File: src/rtl/log2_seq_pkg.sv
// rtl/log2_seq_pkg.sv - shared widths and state encoding for the log2 unit
package log2_seq_pkg;

    localparam int OP_W   = 8;
    localparam int EXP_W  = 3;
    localparam int MANT_W = 8;

    typedef enum logic [1:0] {
        IDLE = 2'd0,
        NORM = 2'd1,
        ITER = 2'd2,
        DONE = 2'd3
    } state_t;

endpackage

File: src/rtl/log2_seq_lead_one_det.sv
// rtl/log2_seq_lead_one_det.sv - 8-bit leading-one priority encoder
module lead_one_det
    import log2_seq_pkg::*;
(
    input  logic [OP_W-1:0]  data,
    output logic [EXP_W-1:0] exp,
    output logic             zero
);

    // Scan upward so the highest set bit wins.
    always_comb begin
        exp  = '0;
        zero = (data == '0);
        for (int i = 0; i < OP_W; i++) begin
            if (data[i]) begin
                exp = EXP_W'(i);
            end
        end
    end

endmodule

File: src/rtl/log2_seq.sv
// rtl/log2_seq.sv - sequential fixed-point log2 by repeated mantissa squaring
module log2_seq
    import log2_seq_pkg::*;
#(
    parameter int FRAC_BITS = 4,
    parameter int CNT_W     = 4
) (
    input  logic                     clk,
    input  logic                     rst,
    input  logic                     in_valid,
    output logic                     in_ready,
    input  logic [OP_W-1:0]          in_data,
    output logic                     out_valid,
    input  logic                     out_ready,
    output logic [EXP_W+FRAC_BITS-1:0] out_log,
    output logic                     out_err
);

    state_t                 state;
    logic [OP_W-1:0]        x_reg;
    logic [MANT_W-1:0]      m_reg;
    logic [EXP_W-1:0]       exp_reg;
    logic [FRAC_BITS-1:0]   frac;
    logic [CNT_W-1:0]       cnt;

    logic [EXP_W-1:0]       lod_exp;
    logic                   lod_zero;
    logic [2*MANT_W-1:0]    sq;
    logic [FRAC_BITS-1:0]   frac_shift;
    logic [MANT_W-1:0]      m_next;

    lead_one_det u_lod (
        .data (x_reg),
        .exp  (lod_exp),
        .zero (lod_zero)
    );

    // Square the 1.7 mantissa; a product >= 2 yields a 1 bit and is renormalised by one extra shift.
    always_comb begin
        sq         = (2*MANT_W)'(m_reg) * (2*MANT_W)'(m_reg);
        frac_shift = (frac << 1) | FRAC_BITS'(sq[2*MANT_W-1]);
        m_next     = sq[2*MANT_W-1] ? sq[2*MANT_W-1:MANT_W] : sq[2*MANT_W-2:MANT_W-1];
    end

    // Control FSM with registered handshake and result outputs.
    always_ff @(posedge clk) begin
        if (rst) begin
            state     <= IDLE;
            in_ready  <= 1'b1;
            out_valid <= 1'b0;
            out_err   <= 1'b0;
            out_log   <= '0;
            x_reg     <= '0;
            m_reg     <= '0;
            exp_reg   <= '0;
            frac      <= '0;
            cnt       <= '0;
        end else begin
            case (state)
                IDLE: begin
                    if (in_valid) begin
                        x_reg    <= in_data;
                        in_ready <= 1'b0;
                        state    <= NORM;
                    end
                end
                NORM: begin
                    if (lod_zero) begin
                        out_err   <= 1'b1;
                        out_log   <= '0;
                        out_valid <= 1'b1;
                        state     <= DONE;
                    end else begin
                        m_reg   <= x_reg << (EXP_W'(OP_W - 1) - lod_exp);
                        exp_reg <= lod_exp;
                        frac    <= '0;
                        cnt     <= '0;
                        state   <= ITER;
                    end
                end
                ITER: begin
                    m_reg <= m_next;
                    frac  <= frac_shift;
                    if (cnt == CNT_W'(FRAC_BITS - 1)) begin
                        out_log   <= {exp_reg, frac_shift};
                        out_valid <= 1'b1;
                        state     <= DONE;
                    end else begin
                        cnt <= cnt + 1'b1;
                    end
                end
                DONE: begin
                    if (out_ready) begin
                        out_valid <= 1'b0;
                        out_err   <= 1'b0;
                        in_ready  <= 1'b1;
                        state     <= IDLE;
                    end
                end
                default: state <= IDLE;
            endcase
        end
    end

endmodule

File: config.mk
export PLATFORM = sky130hd
export DESIGN_NAME = log2_seq
export DESIGN_NICKNAME = d
export VERILOG_FILES = /design/src/rtl/log2_seq_pkg.sv /design/src/rtl/log2_seq_lead_one_det.sv /design/src/rtl/log2_seq.sv
export SDC_FILE = /design/constraint.sdc
export NUM_CORES = 1
export LEC_CHECK = 0
export CAP_MARGIN = 20
export CORE_AREA = 2 2 125 127
export DETAILED_ROUTE_END_ITERATION = 6
export DIE_AREA = 0 0 127 129
export DONT_BUFFER_PORTS = 1
export GPL_ROUTABILITY_DRIVEN = 0
export PLACE_DENSITY_LB_ADDON = 0.3
export SETUP_SLACK_MARGIN = 0.02
export SLEW_MARGIN = 20
export SYNTH_ARGS = -nofsm -noshare
export SYNTH_HDL_FRONTEND = slang
export SYNTH_HIERARCHICAL = 1
export SYNTH_SLANG_ARGS = --single-unit
File: constraint.sdc
create_clock -name clk -period 12.6 [get_ports clk]
set_input_delay 1.89 -clock clk [delete_from_list [all_inputs] [get_ports clk]]
set_output_delay 1.89 -clock clk [all_outputs]
set_load 0.05 [all_outputs]
==> impl_metrics.ini <==
[setup_path]
worstSetupStartpointType = flop
worstPathMaxFanout = 8
critPathKind = flop to flop
r2r_end = m_reg[4]$_SDFFE_PP0P_
cp_cell_sequence = inv_1 > nor2_1 > fa_1 > fa_1 > inv_1 > fa_1 > fa_1 > inv_1 > ha_1 > nand4_1 > or2_1 > a221oi_2 > nand2_2 > mux2i_1 > a2111oi_2
r2r_start = m_reg[3]$_SDFFE_PP0P_
cpMaxStageDelayCell = dfxtp_1
cpMostUsedCell = fa_1
arrival_ns = 5.47
worstPathRequired_ns = 12.78
rrSetupSlack_ns = 7.31
reg2regPathDepth = 15
critPathCaptureType = flop
worst_path_largest_cell_delay_ns = 0.56

[clock_network]
cts_hold_buffers = 0
numClockSinks = 38
tritoncts = built
insertion_delay_ns = 0.28
htreeDepth = 2
cts_resized = 0
postCtsSetupBuffers = 0
clk_path_buf_depth = 2
cts_root_buf = clkbuf_16
path_clk_slew_ns = 0.06
cts-buffers-inserted = 5

[logic_synthesis]
syn_avg_cell_area_sq_um = 8.223
synth-seq-cells = 38
synthFlopType = dfxtp_1
synthesis.nets = 521
yosys_warnings = 6
synth_area_sq_um = 3709
synth_cell_types = 59
synth-edff-count = 0
synth_cells = 451
yosysSeqAreaShare_pct = 20.51
ys_async_sr_fraction_pct = 0

[global_routing]
grt_max_degree = 39
antenna_found_initial = 0
grt_pass1_vias = 3038
grt_pass1_wl_um = 14200
grt.overflow.total = 0
grt_usage_pct = 10.39

[run_status]
status = completed

[min_path]
hold_depth = 2
min-delay-path-class = flop to flop
hp-start = exp_reg[1]$_SDFFE_PP0P_
hold_end = exp_reg[1]$_SDFFE_PP0P_

[placement]
io_buffers = 0
hpwl_um = 6479
pre_cts_ws_ns = 7.360

[timing]
setup_viol = 0
rsz0062_at_grt = false
finalHoldViolations = 0
clock.fmax_ghz = 0.1890
drv_slew = 0
skew_ns = 0.003277
finalCritPeriodShare_pct = 41.99
max_slew_margin_pct = 55.62
tightest_slew_ns = 0.6657
period_needed_ns = 5.291
layout_setup_ws_ns = 7.309
tns_ns = 0
timing.hold.ws_ns = 0.4611

[finish]
fin_nets = 513
final_common_cell = inv_1
fillers = 1616
syn_to_final_growth_pct = 10.32
diodes = 0
final_cell_mix = 51 x inv_1, 49 x nand2_1, 38 x dfxtp_1
drive_gt1_share_pct = 9.685

[route]
num_vias = 2997
drcViolationCount = 0
route.detailed.wl_per_inst_um = 12.89
drt_wl_total_um = 8147
first_pass_iters = 4
viasPerCell = 4.742
antenna_left = 0
drtIter0Drc = 135

[floorplanning]
die_w_um = 127
initial_core_util_pct = 24.76
core_sq_um = 14980
row_count = 45
io_pins = 22
die_h_um = 129
dieArea_sq_um = 16380

[power_and_ir_drop]
ir_drop_mv = 0.1726
p_leak_nw = 1.828
p_per_area_nw_per_um2 = 171.9

[job]
maxCapViolCount = 0
## critical path: cells and delay by family (launching register included)
family	cells	cell delay, ns
compound gates	2	0.68
fa+ha+maj	5	2.50
buf+inv	3	0.36
flops	1	0.56
mux	1	0.16
simple gates	4	0.92
## where the power goes
| group | internal [mW] | leakage [nW] | switching (mW) |
|---|---|---|---|
| Sequential | 0.145 | 0.310 | 0.0531 |
| Combinational | 0.129 | 1.42 | 0.212 |
| Clock | 0.114 | 0.0940 | 0.0511 |
| Total | 0.387 | 1.83 | 0.316 |
## layer usage
metal | vias up | track usage, % | share of wire, %
met5 | - | 0 | 0
met4 | 0 | 1.875 | 0.69
met3 | 6 | 1.372 | 2.7
met2 | 43 | 18.56 | 50
met1 | 1429 | 13.57 | 47
li1 | 1519 | - | -
## worst max-delay path by stage
| stage | startpoint | end | cells after the start | slack (ns) |
|---|---|---|---|---|
| after CTS | m_reg[3]$_SDFFE_PP0P_ | m_reg[4]$_SDFFE_PP0P_ | 15 | 7.34 |
| after detailed placement | m_reg[3]$_SDFFE_PP0P_ | m_reg[4]$_SDFFE_PP0P_ | 15 | 7.36 |
| after global routing | m_reg[3]$_SDFFE_PP0P_ | m_reg[4]$_SDFFE_PP0P_ | 15 | 7.04 |
| final | m_reg[3]$_SDFFE_PP0P_ | m_reg[4]$_SDFFE_PP0P_ | 15 | 7.31 |
| after floorplan | m_reg[6]$_SDFFE_PP0P_ | m_reg[4]$_SDFFE_PP0P_ | 15 | 7.87 |
| after global placement | m_reg[3]$_SDFFE_PP0P_ | m_reg[2]$_SDFFE_PP0P_ | 16 | 7.42 |
## cells by family after synthesis
logic type	after synthesis	share of synthesized area, %
AO/OA/AOI/OAI	99	19.50
AND/OR/NAND/NOR	157	20.65
flip-flops	38	20.51
multiplexers	15	4.150
buffers and inverters	69	7.017
XOR/XNOR	15	3.745
adder cells (fa/ha/maj)	58	24.43
## synthesized netlist by cell type (2+ instances only)
cell type / count / area, sq um
and3_1: 3 / 18.77
o22ai_1: 2 / 12.51
nand3_1: 22 / 110.1
o31ai_1: 4 / 30.03
o21ai_1: 2 / 10.01
and2_2: 5 / 37.54
nand2b_1: 6 / 37.54
clkbuf_1: 13 / 48.80
mux2i_1: 12 / 120.1
o21bai_1: 3 / 22.52
o21ai_0: 15 / 75.07
o21a_1: 2 / 15.01
a31oi_1: 2 / 12.51
a211oi_1: 6 / 45.04
a21o_1: 4 / 30.03
a22oi_1: 6 / 45.04
nor3_1: 5 / 25.02
nand2_1: 49 / 183.9
xor2_1: 6 / 52.55
a21oi_1: 34 / 170.2
xnor2_1: 8 / 70.07
dfxtp_1: 38 / 760.7
nand2_2: 3 / 18.77
nor2b_1: 3 / 18.77
buf_1: 4 / 15.01
inv_1: 51 / 191.4
a2111oi_2: 2 / 30.03
nand4_1: 2 / 12.51
a221oi_2: 3 / 45.04
nor2_1: 34 / 127.6
and2_1: 14 / 87.58
or2_2: 2 / 12.51
mux2_2: 3 / 33.78
fa_1: 24 / 480.5
nor4_1: 2 / 12.51
ha_1: 34 / 425.4
## cell type report
type / instances / area, sq um / share of cell area [%]
Timing Repair Buffer: 3 / 22.52 / 0.5505
Clock buffer: 5 / 125.1 / 3.058
Inverter: 51 / 191.4 / 4.679
Multi-Input combinational cell: 344 / 2688 / 65.69
Tap cell: 188 / 235.2 / 5.749
Sequential cell: 38 / 760.7 / 18.59
Clock inverter: 3 / 68.82 / 1.682
## per-stage QoR
step	std cells	power, mW	util (%)	instance area, sq um
2_1_floorplan	451	0.4640	-	3709
3_3_place_gp	624	0.5360	26.02	3897
3_5_place_dp	624	0.5424	26.02	3897
4_1_cts	632	0.7100	27.32	4091
5_1_grt	632	0.7689	27.32	4091
6_report	632	0.7032	27.32	4091
Power figures use the tool's default switching activity.
